===== config.mk =====
export PLATFORM = sky130hd
export DESIGN_NAME = saturn_bus_sequencer
export DESIGN_NICKNAME = d
export VERILOG_FILES = /design/src/rtl/saturn_bus_sequencer_pkg.sv /design/src/rtl/saturn_bus_addr_tracker.sv /design/src/rtl/saturn_bus_sequencer.sv
export SDC_FILE = /design/constraint.sdc
export NUM_CORES = 1
export LEC_CHECK = 0
export ABC_AREA = 0
export CAP_MARGIN = 10
export CORE_MARGIN = 2
export CORE_UTILIZATION = 46
export CTS_CLUSTER_DIAMETER = 40
export DETAILED_ROUTE_END_ITERATION = 8
export GPL_ROUTABILITY_DRIVEN = 0
export GPL_TIMING_DRIVEN = 0
export PLACE_DENSITY = 0.79
export SYNTH_ARGS = -nofsm -noshare
export SYNTH_HDL_FRONTEND = slang
export SYNTH_SLANG_ARGS = --single-unit

===== constraint.sdc =====
create_clock -name i_clk -period 3.1 [get_ports i_clk]
set_input_delay 0.93 -clock i_clk [delete_from_list [all_inputs] [get_ports i_clk]]
set_output_delay 0.93 -clock i_clk [all_outputs]
set_load 0.01 [all_outputs]

===== src/rtl/saturn_bus_sequencer_pkg.sv =====
// Shared Saturn bus definitions: widths, BUSCMD codes, sequencer states and program entry layout.
package saturn_bus_sequencer_pkg;

    localparam int unsigned NIB_W        = 4;
    localparam int unsigned ENTRY_W      = NIB_W + 1;
    localparam int unsigned PTR_W        = 5;
    localparam int unsigned PHASE_W      = 4;
    localparam int unsigned ADDR_W       = 20;
    localparam int unsigned ADDR_NIBBLES = 5;
    localparam int unsigned NCNT_W       = 3;

    localparam logic [PHASE_W-1:0] PHASE_1 = 4'b0010;
    localparam logic [PHASE_W-1:0] PHASE_2 = 4'b0100;

    localparam logic [NIB_W-1:0] BUSCMD_PC_READ     = 4'h0;
    localparam logic [NIB_W-1:0] BUSCMD_DP_WRITE    = 4'h1;
    localparam logic [NIB_W-1:0] BUSCMD_DP_READ     = 4'h2;
    localparam logic [NIB_W-1:0] BUSCMD_LOAD_PC     = 4'h4;
    localparam logic [NIB_W-1:0] BUSCMD_LOAD_DP     = 4'h5;
    localparam logic [NIB_W-1:0] BUSCMD_CONFIGURE   = 4'h6;
    localparam logic [NIB_W-1:0] BUSCMD_UNCONFIGURE = 4'h7;
    localparam logic [NIB_W-1:0] BUSCMD_POLL        = 4'h8;
    localparam logic [NIB_W-1:0] BUSCMD_RESET       = 4'hF;

    typedef enum logic [2:0] {
        ST_IDLE  = 3'd0,
        ST_CMD   = 3'd1,
        ST_ADDR  = 3'd2,
        ST_READ  = 3'd3,
        ST_WRITE = 3'd4,
        ST_ERROR = 3'd5
    } state_t;

    // One bus program slot: cmd=1 marks a command nibble, cmd=0 a data nibble.
    typedef struct packed {
        logic             cmd;
        logic [NIB_W-1:0] nib;
    } prog_entry_t;

endpackage


===== src/rtl/saturn_bus_addr_tracker.sv =====
// Shadow bus address: assembled from LOAD address nibbles, bumped after each read/write nibble.
module saturn_bus_addr_tracker
    import saturn_bus_sequencer_pkg::*;
(
    input  logic              i_clk,
    input  logic              i_reset_n,
    input  logic              i_load,
    input  logic [NCNT_W-1:0] i_load_idx,
    input  logic [NIB_W-1:0]  i_load_nibble,
    input  logic              i_inc,
    output logic [ADDR_W-1:0] o_address
);

    always_ff @(posedge i_clk or negedge i_reset_n) begin
        if (!i_reset_n) begin
            o_address <= '0;
        end else if (i_load) begin
            for (int unsigned k = 0; k < ADDR_NIBBLES; k++) begin
                if (i_load_idx == NCNT_W'(k)) begin
                    o_address[k*NIB_W +: NIB_W] <= i_load_nibble;
                end
            end
        end else if (i_inc) begin
            o_address <= o_address + ADDR_W'(1);
        end
    end

endmodule


===== src/rtl/saturn_bus_sequencer.sv =====
// Saturn bus sequencer: consumes a 32-entry command/data program and drives the nibble bus.
// Optional shadow address tracking is enabled by defining SATURN_BUS_ADDR_TRACK_EN.
module saturn_bus_sequencer
    import saturn_bus_sequencer_pkg::*;
(
    input  logic               i_clk,
    input  logic               i_reset_n,
    input  logic               i_clk_en,
    input  logic [PHASE_W-1:0] i_phases,
    input  logic [ENTRY_W-1:0] i_program_data,
    input  logic [PTR_W-1:0]   i_program_end,
    output logic [PTR_W-1:0]   o_program_address,
    input  logic               i_no_read,
    output logic               o_bus_strobe,
    output logic               o_bus_cmd_data,
    output logic [NIB_W-1:0]   o_bus_data,
    input  logic [NIB_W-1:0]   i_bus_data,
    output logic [NIB_W-1:0]   o_nibble,
    output logic               o_nibble_valid,
    output logic               o_bus_busy,
    output logic               o_error,
    output logic [ADDR_W-1:0]  o_bus_address
);

    state_t            state_q, state_d;
    logic [NIB_W-1:0]  cmd_q, cmd_d;
    logic [NCNT_W-1:0] ncnt_q, ncnt_d;
    logic              rd_pend_q, rd_pend_d;
    logic [PTR_W-1:0]  ptr_d;
    logic              strobe_d, cmd_data_d, valid_d, busy_d, error_d;
    logic [NIB_W-1:0]  bus_data_d, nibble_d;
    logic              consume, err_hit;
    logic              pending, phase1, phase2;
    prog_entry_t       entry;

    assign entry   = prog_entry_t'(i_program_data);
    assign pending = (o_program_address != i_program_end);
    assign phase1  = (i_phases == PHASE_1);
    assign phase2  = (i_phases == PHASE_2);

    always_ff @(posedge i_clk or negedge i_reset_n) begin
        if (!i_reset_n) begin
            state_q           <= ST_IDLE;
            cmd_q             <= '0;
            ncnt_q            <= '0;
            rd_pend_q         <= 1'b0;
            o_program_address <= '0;
            o_bus_strobe      <= 1'b0;
            o_bus_cmd_data    <= 1'b0;
            o_bus_data        <= '0;
            o_nibble          <= '0;
            o_nibble_valid    <= 1'b0;
            o_bus_busy        <= 1'b0;
            o_error           <= 1'b0;
        end else begin
            state_q           <= state_d;
            cmd_q             <= cmd_d;
            ncnt_q            <= ncnt_d;
            rd_pend_q         <= rd_pend_d;
            o_program_address <= ptr_d;
            o_bus_strobe      <= strobe_d;
            o_bus_cmd_data    <= cmd_data_d;
            o_bus_data        <= bus_data_d;
            o_nibble          <= nibble_d;
            o_nibble_valid    <= valid_d;
            o_bus_busy        <= busy_d;
            o_error           <= error_d;
        end
    end

    always_comb begin
        state_d    = state_q;
        cmd_d      = cmd_q;
        ncnt_d     = ncnt_q;
        rd_pend_d  = rd_pend_q;
        ptr_d      = o_program_address;
        strobe_d   = o_bus_strobe;
        cmd_data_d = o_bus_cmd_data;
        bus_data_d = o_bus_data;
        nibble_d   = o_nibble;
        valid_d    = o_nibble_valid;
        busy_d     = o_bus_busy;
        error_d    = o_error;
        consume    = 1'b0;
        err_hit    = 1'b0;

        if (i_clk_en) begin
            strobe_d = 1'b0;
            valid_d  = 1'b0;

            // CMD is a one-clk_en decode step of the command just issued.
            if (state_q == ST_CMD) begin
                ncnt_d = '0;
                case (cmd_q)
                    BUSCMD_LOAD_PC, BUSCMD_LOAD_DP: state_d = ST_ADDR;
                    BUSCMD_PC_READ, BUSCMD_DP_READ: state_d = ST_READ;
                    BUSCMD_DP_WRITE:                state_d = ST_WRITE;
                    default:                        state_d = ST_IDLE;
                endcase
            end

            if (phase2 && rd_pend_q) begin
                nibble_d  = i_bus_data;
                valid_d   = 1'b1;
                rd_pend_d = 1'b0;
            end

            if (phase1 && state_q != ST_ERROR && state_q != ST_CMD) begin
                if (pending) begin
                    if (entry.cmd) begin
                        if (state_q == ST_ADDR) begin
                            err_hit = 1'b1;
                        end else begin
                            consume = 1'b1;
                            cmd_d   = entry.nib;
                            state_d = ST_CMD;
                        end
                    end else if (state_q == ST_ADDR) begin
                        consume = 1'b1;
                        ncnt_d  = ncnt_q + NCNT_W'(1);
                        if (ncnt_q == NCNT_W'(ADDR_NIBBLES - 1)) begin
                            state_d = ST_IDLE;
                        end
                    end else if (state_q == ST_WRITE) begin
                        consume = 1'b1;
                    end else begin
                        err_hit = 1'b1;
                    end
                end else if (state_q == ST_READ && !i_no_read) begin
                    strobe_d   = 1'b1;
                    cmd_data_d = 1'b0;
                    bus_data_d = '0;
                    rd_pend_d  = 1'b1;
                end
            end

            if (consume) begin
                strobe_d   = 1'b1;
                cmd_data_d = entry.cmd;
                bus_data_d = entry.nib;
                ptr_d      = o_program_address + PTR_W'(1);
            end

            // Offending entry stays unconsumed so the pointer freezes on it.
            if (err_hit) begin
                state_d = ST_ERROR;
                error_d = 1'b1;
            end

            busy_d = (ptr_d != i_program_end) || (state_d == ST_CMD) || (state_d == ST_ADDR);
        end
    end

`ifdef SATURN_BUS_ADDR_TRACK_EN
    logic addr_load, addr_inc;

    assign addr_load = consume && (state_q == ST_ADDR);
    assign addr_inc  = (i_clk_en && phase2 && rd_pend_q)
                     || (consume && !entry.cmd && (state_q == ST_WRITE));

    saturn_bus_addr_tracker u_addr_tracker (
        .i_clk         (i_clk),
        .i_reset_n     (i_reset_n),
        .i_load        (addr_load),
        .i_load_idx    (ncnt_q),
        .i_load_nibble (entry.nib),
        .i_inc         (addr_inc),
        .o_address     (o_bus_address)
    );
`else
    assign o_bus_address = '0;
`endif

endmodule

==> flow_summary.yaml, run 1 <==
global_route:
  grt-ovfl-total: 0
  grt_max_degree: 19
  grt_util_all_layers: 0.1897
  grt_first_pass_wirelength_microns: 6341
  grt_pass1_vias: 1462
  antenna_found_initial: 0
die:
  rows: 22
  boundaryPins: 60
  dieArea_sq_um: 4451
  core_sq_um: 3716
  start_util: 0.4869
  die_x_microns: 66.72
  die_h_microns: 66.72
synth:
  synth_edf_count: 0
  ys_ff_latch: 29
  async_reset_ff_frac: 1.000
  syn_area_sq_um: 1809
  yosysTopAreaCellShare: 0.4011
  synth_cell_types: 47
  synthTopCellsByArea: "dfrtp_1 40%, buf_4 8.7%, mux2_2 6.8%"
  syn_area_per_cell_sq_um: 9.780
  seq_area_frac_synth: 0.4011
  syn_inst: 185
  yosysTopAreaCell: "dfrtp_1"
  ys_warn_count: 0
  ys.flop_type: "dfrtp_1"
finish:
  nets: 275
  syn2layout_area_growth_pct: 34.03
  most-common-layout-cells: "38 x clkdlybuf4s50_1, 29 x dfrtp_1, 22 x nand2_1"
  fillCellCount: 328
  drive_above_1_share: 0.2112
  diodes: 0
  final_common_cell: "clkdlybuf4s50_1"
timing:
  tightest_slew_ns: 0.8289
  tns_ns: 0
  max_freq_mhz: 353.2
  setup_viol: 0
  period_minus_slack_ns: 2.831
  setup_ws_ns: 0.2686
  slew_headroom: 0.4457
  clock_skew_ns: 0.007661
  drv_slew: 0
  final-hold-violation-count: 0
  rsz0062_at_grt: "no"
  fin_crit_sh: 0.9133
clocking:
  cts_root_buf: "clkbuf_8"
  cts_sinks: 29
  cts_resized: 0
  post_cts_buffers: 0
  clk_path_buf_depth: 2
  cts-buffers-inserted: 5
  clk_pin_slew_ns: 0.07
  hold_buffers: 0
  worst_skew_pair.late_latency_ns: 0.29
  htreeDepth: 2
  cts_tree: "done"
worst_hold_path:
  hold_path.class: "register to register"
routing:
  drc_errors: 0
  routed_wl_microns: 3847
  firstDrtPassIters: 4
  route.met3.wl_microns: 340
  routed.top_layer: "met4"
  drtIter0Drc: 68
  vias_per_cell: 4.936
  wl_met1_microns: 1607
  vias: 1476
  dr_wl_met2_microns: 1816
  wire_per_inst_microns: 12.87
  ant_nets: 0
place:
  dpl_worst_slack_ns: -0.07395
  hpwl_microns: 2969
  port_buffers: 38
pwr:
  p_leak_nw: 1.110
  power.density_nw_per_um2: 596.0
  vdd_drop_max_mv: 0.3492
critical_path:
  end_kind: "register"
  cp.arrival_ns: 3.00
  worstPathCellList: "clkdlybuf4s50_1, nor2_1, nand4bb_4, o21ba_1, buf_6, and2_4, buf_6, mux2i_1, xnor2_1, o32a_1"
  crit_slowest_cell: "clkdlybuf4s50_1"
  cp.required_ns: 3.27
  critical_path_class: "primary input to register"
  cp_max_fo: 8
  crit_path_max_incr_delay_ns: 0.40
  timing.critical_path.mode_cell: "buf_6"
  cp-start-kind: "primary input"
run:
  maxCapViolCount: 0
run_status:
  status: "finished clean"
## flip-flops by register name (all words and copies together), names as in the netlist
register / cells
o_bus_cmd_data: 1
o_bus_busy: 1
o_nibble: 4
o_nibble_valid: 1
rd_pend_q: 1
o_error: 1
o_program_address: 5
o_bus_data: 4
state_q: 3
o_bus_strobe: 1
cmd_q: 4
ncnt_q: 3
## synthesized netlist by cell type, types with 2 or more instances
library cell / count
dfrtp_1: 29
nand2_1: 22
buf_4: 21
mux2_2: 11
nor2_1: 9
a21oi_1: 8
o21ai_0: 8
inv_1: 7
xnor2_1: 6
nor3_1: 5
o21bai_1: 4
a31oi_1: 3
and3_1: 3
clkbuf_1: 3
ha_1: 3
nand3_1: 3
xnor2_2: 3
xor2_1: 3
and2b_1: 2
buf_6: 2
nand2b_1: 2
nor2b_1: 2
o221ai_1: 2
## worst max-delay path, delay by kind of cell
kind,cells,cell delay [ns]
buf+inv,3,0.65
compound gates,2,0.60
simple gates,3,0.53
mux,1,0.21
xor+xnor,1,0.09
## final timing paths
path / depth (start not counted) / slack (ns) / from / to
max: 10 / 0.27 / i_phases[3] / o_bus_busy
min: 1 / 0.48 / o_error / o_error
max reg2reg: 8 / 0.68 / state_q[1] / o_bus_busy
min reg2reg: 1 / 0.48 / o_error / o_error
max in group asynchronous: 2 / 1.41 / i_reset_n / o_program_address[4]
min in group asynchronous: 1 / 1.12 / i_reset_n / cmd_q[2]
## power breakdown
part | switching [mW] | leakage [nW] | total [mW] | internal (mW)
sequential | 0.0720 | 0.377 | 0.536 | 0.464
combinational | 0.283 | 0.689 | 0.602 | 0.319
clock | 0.153 | 0.0439 | 0.307 | 0.154
total | 0.507 | 1.11 | 1.45 | 0.938
## cell families after synthesis
| kind of cell | count (synthesis) | synth area share |
|---|---|---|
| AOI/OAI and AO/OA | 33 | 0.1210 |
| xor gates and xnor gates | 12 | 0.07054 |
| adders and majority gates | 3 | 0.02075 |
| buffers and inverters | 34 | 0.1231 |
| DFF | 29 | 0.4011 |
| muxes | 12 | 0.07400 |
| other | 1 | 0.002073 |
| and+or+nand+nor | 61 | 0.1874 |
## per-layer routing
metal,up-vias,track usage
li1,724,-
met1,674,0.2200
met2,68,0.3200
met3,10,0.06250
met4,0,0.07908
met5,-,0
## area by class of cell
type	count	area, sq um	share of cell area
Buffer	27	196.4	0.08101
Clock buffer	5	68.82	0.02838
Clock inverter	3	17.52	0.007224
Inverter	7	26.28	0.01084
Multi-Input combinational cell	141	934.6	0.3854
Sequential cell	29	725.7	0.2993
Tap cell	48	60.06	0.02477
Timing Repair Buffer	39	395.4	0.1631
## per-stage QoR
| step | utilization | hold WS [ns] | cells | area [sq um] | total power [mW] |
|---|---|---|---|---|---|
| after floorplan | - | 0.4508 | 204 | 1881 | 0.9280 |
| after global placement | 0.6246 | 0.4618 | 290 | 2321 | 1.119 |
| final | 0.6525 | 0.4769 | 299 | 2425 | 1.445 |
| after global routing | 0.6525 | 0.5157 | 299 | 2425 | 1.544 |
| after detailed placement | 0.6286 | 0.4645 | 291 | 2336 | 1.141 |
| after CTS | 0.6519 | 0.4786 | 299 | 2422 | 1.450 |
No activity file was read; power rests on OpenSTA's default activity.
==> run 2: changes to the inputs <==
--- a/config.mk
+++ b/config.mk
@@ -8,12 +8,12 @@
 export ABC_AREA = 0
 export CAP_MARGIN = 10
 export CORE_MARGIN = 2
-export CORE_UTILIZATION = 46
+export CORE_UTILIZATION = 45
 export CTS_CLUSTER_DIAMETER = 40
 export DETAILED_ROUTE_END_ITERATION = 8
 export GPL_ROUTABILITY_DRIVEN = 0
 export GPL_TIMING_DRIVEN = 0
-export PLACE_DENSITY = 0.79
+export PLACE_DENSITY = 0.87
 export SYNTH_ARGS = -nofsm -noshare
 export SYNTH_HDL_FRONTEND = slang
 export SYNTH_SLANG_ARGS = --single-unit
==> run 2 against run 1 <==
Non-clock buffer count did not move. Critical path depth down 2. Power rose by 12%. Sequential cell count unchanged. Die area grew 2.1%. Combinational power grew 1%. Core utilization is 2.2 points lower. Critical path type unchanged. Largest power group unchanged.
==> flow_summary.yaml, run 2 (synthesized netlist as in run 1, its figures left out) <==
global_route:
  grt_util_all_layers: 0.1808
  grt-ovfl-total: 0
  grt_first_pass_wirelength_microns: 6141
  grt_max_degree: 21
  grt_use_met2: 0.3267
  grt.busiest_layer: "met2"
  grt_pass1_vias: 1380
  grt_use_met3: 0.04667
  use_met1: 0.2122
  antenna_found_initial: 0
critical_path:
  cp.required_ns: 3.22
  cp_max_fo: 10
  end_kind: "register"
  cp-start-kind: "primary input"
  critical_path_class: "primary input to register"
  regToRegSetupSlack_ns: 0.72
  cp.arrival_ns: 3.04
clocking:
  clk_path_buf_depth: 2
  cts-buffers-inserted: 5
  hold_buffers: 0
  cts_resized: 0
  cts_tree: "done"
  worst_skew_pair.late_latency_ns: 0.28
  clk_pin_slew_ns: 0.06
  cts_root_buf: "clkbuf_8"
  htreeDepth: 2
  post_cts_buffers: 0
  cts_sinks: 29
finish:
  multi_input_comb_area_sq_um: 932.1
  largest_register_ffs: 5
  stdcell_area_sq_um: 2485
  fillCellCount: 311
  top_register: "o_program_address"
  most-common-layout-cells: "38 x clkdlybuf4s50_1, 29 x dfrtp_1, 22 x nand2_1"
  syn2layout_area_growth_pct: 37.34
  post-route-util: 0.6303
  nets: 275
  regArea_sq_um: 725.7
  final_common_cell: "clkdlybuf4s50_1"
  diodes: 0
  drive_above_1_share: 0.2072
pwr:
  p_leak_nw: 1.138
  power.density_nw_per_um2: 651.6
  vdd_drop_max_mv: 0.3344
timing:
  tightest_slew_ns: 0.5935
  period_minus_slack_ns: 2.920
  final-hold-violation-count: 0
  max_freq_mhz: 342.5
  setup_ws_ns: 0.1804
  rsz0062_at_grt: "no"
  hold_ws_ns: 0.4808
  setup_viol: 0
  slew_headroom: 0.5941
  drv_slew: 0
  fin_crit_sh: 0.9418
  clock_skew_ns: 0.002803
die:
  boundaryPins: 60
  die_h_microns: 67.41
  core_sq_um: 3943
  start_util: 0.4589
  rows: 23
  die_x_microns: 67.41
  dieArea_sq_um: 4543
routing:
  drtIter0Drc: 78
  wire_per_inst_microns: 12.93
  drc_errors: 0
  vias_per_cell: 4.917
  ant_nets: 0
  routed_wl_microns: 3891
  firstDrtPassIters: 4
  vias: 1480
place:
  place_area_sq_um: 2351
  port_buffers: 38
  hpwl_microns: 2853
  dpl_worst_slack_ns: -0.1016
worst_hold_path:
  hold_path.class: "register to register"
run_status:
  status: "finished clean"
run:
  maxCapViolCount: 0
-- run 2: layout make-up --
class,count,area share
Clock inverter,3,0.02618
Clock buffer,5,0.02769
Timing Repair Buffer,39,0.1641
Tap cell,50,0.02518
Inverter,7,0.01057
Buffer,27,0.07905
Multi-Input combinational cell,141,0.3751
Sequential cell,29,0.2920
-- run 2: worst paths after layout --
kind | startpoint | end | depth (start not counted)
worst max-delay path | i_program_end[0] | o_bus_strobe | 8
worst min register to register | o_error | o_error | 1
worst min-delay path | o_error | o_error | 1
min in group asynchronous | i_reset_n | o_program_address[3] | 1
max in group asynchronous | i_reset_n | o_bus_data[2] | 2
worst max register to register | state_q[1] | o_bus_busy | 8
-- run 2: layer usage --
metal	up-vias	share of wire
li1	726	-
met2	55	0.51
met5	-	0
met1	693	0.42
met4	0	0.011
met3	6	0.064
-- run 2: power breakdown --
part	switching (mW)	total, mW	internal [mW]
Sequential	0.0768	0.541	0.464
Combinational	0.287	0.609	0.322
Clock	0.150	0.469	0.319
Total	0.514	1.62	1.11
-- run 2: worst max-delay path, cell delays in order --
cell and delay, ns:
clkdlybuf4s50_1 0.48, xnor2_2 0.24, nand3_1 0.14, o21ba_1 0.21
buf_6 0.13, and3_1 0.22, nor2_1 0.48, o21ai_0 0.21
-- run 2: metrics by stage --
stage                     power [mW]  TNS, ns  instances
final                          1.619        0        301
after global routing           1.707        0        301
after CTS                      1.622        0        301
after detailed placement       1.135  -0.2551        293
after global placement         1.114        0        292
after floorplan               0.9280        0        204
==> run 3: changes to the inputs <==
--- a/config.mk
+++ b/config.mk
@@ -8,12 +8,13 @@
 export ABC_AREA = 0
 export CAP_MARGIN = 10
 export CORE_MARGIN = 2
-export CORE_UTILIZATION = 45
+export CORE_UTILIZATION = 46
 export CTS_CLUSTER_DIAMETER = 40
 export DETAILED_ROUTE_END_ITERATION = 8
 export GPL_ROUTABILITY_DRIVEN = 0
 export GPL_TIMING_DRIVEN = 0
-export PLACE_DENSITY = 0.87
+export PLACE_DENSITY = 0.88
+export SLEW_MARGIN = 20
 export SYNTH_ARGS = -nofsm -noshare
 export SYNTH_HDL_FRONTEND = slang
 export SYNTH_SLANG_ARGS = --single-unit
==> run 3 against run 2 <==
Combinational power decreased by 2%. Critical endpoint is now o_bus_data[3]. Sequential cell count unchanged. Non-clock buffer count decreased by 1. Clock skew increased by 0.0031 ns. Register-to-register slack got worse by 0.04 ns. Sequential power decreased by 0.7%. Critical path depth unchanged.
==> flow_summary.yaml, run 3 (synthesized netlist as in run 1, its figures left out) <==
critical_path:
  end_kind: "register"
  cp-start-kind: "primary input"
  r2r_start: "state_q[1]"
  reg2reg_depth: 8
  cp_max_fo: 10
  critical_path_class: "primary input to register"
  timing.critical_path.from: "i_program_end[0]"
  regToRegSetupSlack_ns: 0.68
  cp.required_ns: 3.24
  crit_end: "o_bus_data[3]"
  cp.arrival_ns: 2.99
  regToRegEndpoint: "o_bus_busy"
die:
  rows: 22
  core_sq_um: 3716
  boundaryPins: 60
  die_x_microns: 66.72
  start_util: 0.4869
  die_h_microns: 66.72
  dieArea_sq_um: 4451
place:
  hpwl_microns: 2867
  port_buffers: 38
clocking:
  cts_tree: "done"
  cts_root_buf: "clkbuf_8"
  hold_buffers: 0
  clk_pin_slew_ns: 0.06
  post_cts_buffers: 0
  cts_resized: 0
  cts_sinks: 29
  worst_skew_pair.late_latency_ns: 0.29
  htreeDepth: 2
  clk_path_buf_depth: 2
  cts-buffers-inserted: 5
timing:
  slew_headroom: 0.5542
  max_freq_mhz: 350.7
  rsz0062_at_grt: "no"
  hold_ws_ns: 0.4808
  tns_ns: 0
  final-hold-violation-count: 0
  setup_viol: 0
  tightest_slew_ns: 0.6518
  drv_slew: 0
  period_minus_slack_ns: 2.852
  fin_crit_sh: 0.9199
  clock_skew_ns: 0.005854
finish:
  fillCellCount: 302
  nets: 274
  final_common_cell: "clkdlybuf4s50_1"
  post-route-util: 0.6465
  syn2layout_area_growth_pct: 32.78
  top_register: "o_program_address"
  drive_above_1_share: 0.2080
  largest_register_ffs: 5
  multi_input_comb_area_sq_um: 932.1
  regArea_sq_um: 725.7
  diodes: 0
  most-common-layout-cells: "37 x clkdlybuf4s50_1, 29 x dfrtp_1, 22 x nand2_1"
global_route:
  antenna_found_initial: 0
  grt_util_all_layers: 0.1824
  grt_max_degree: 30
  grt-ovfl-total: 0
  grt_pass1_vias: 1403
  grt_first_pass_wirelength_microns: 6113
pwr:
  power.density_nw_per_um2: 597.7
  p_leak_nw: 1.101
  fin_total_pwr_mw: 1.436
  vdd_drop_max_mv: 0.2384
routing:
  vias_per_cell: 4.943
  drtIter0Drc: 83
  wire_per_inst_microns: 12.59
  drc_errors: 0
  firstDrtPassIters: 4
  routed_wl_microns: 3753
  ant_nets: 0
  vias: 1473
run_status:
  status: "finished clean"
worst_hold_path:
  hold_path.class: "register to register"
  min_from: "o_error"
run:
  maxCapViolCount: 0
## run 3: changes by cell type in the layout (fill, tap and decap cells not counted), sizes merged
cell | previous run | this run
bufinv | 2 | 0
clkdlybuf4s50 | 38 | 37
clkinv | 1 | 2
clkinvlp | 0 | 1
## run 3: per-layer routing
layer  wire length (microns)  global-route usage  vias up
met2                    1787              0.3038       54
met4                      85             0.09439        0
met5                       0                   0        -
met3                     309             0.05068        9
li1                        -                   -      723
met1                    1571              0.2128      687
## run 3: how the worst min path moves through the flow
| stage | endpoint | slack (ns) | depth (start not counted) |
|---|---|---|---|
| global placement | o_error | 0.46 | 1 |
| global route | o_error | 0.49 | 1 |
| detailed placement | o_error | 0.47 | 1 |
| CTS | o_error | 0.49 | 1 |
| finish | o_error | 0.48 | 1 |
| floorplan | ncnt_q[2] | 0.45 | 1 |
## run 3: report_power, final
group / internal [mW] / switching, mW
sequential: 0.464 / 0.0725
combinational: 0.316 / 0.281
clock: 0.154 / 0.148
## run 3: layout make-up
type,instances,area share
Tap cell,48,0.02500
Sequential cell,29,0.3021
Timing Repair Buffer,38,0.1563
Buffer,27,0.08177
Clock inverter,3,0.007292
Inverter,7,0.01094
Multi-Input combinational cell,141,0.3880
Clock buffer,5,0.02865
## run 3: critical path, cell delays in order
cell and delay [ns]:
clkdlybuf4s50_1 0.46, xnor2_2 0.24, nand3_1 0.15, o21ba_1 0.22
buf_6 0.13, and3_1 0.22, nor2_1 0.46, o21ai_0 0.18
## run 3: stage by stage
step                      worst slack [ns]  cells  area, sq um
final                               0.2482    298         2402
after global routing              0.003923    298         2402
after CTS                           0.2804    298         2402
after detailed placement          -0.01394    290         2316
after global placement             0.01805    290         2321
after floorplan                     0.4923    204         1881
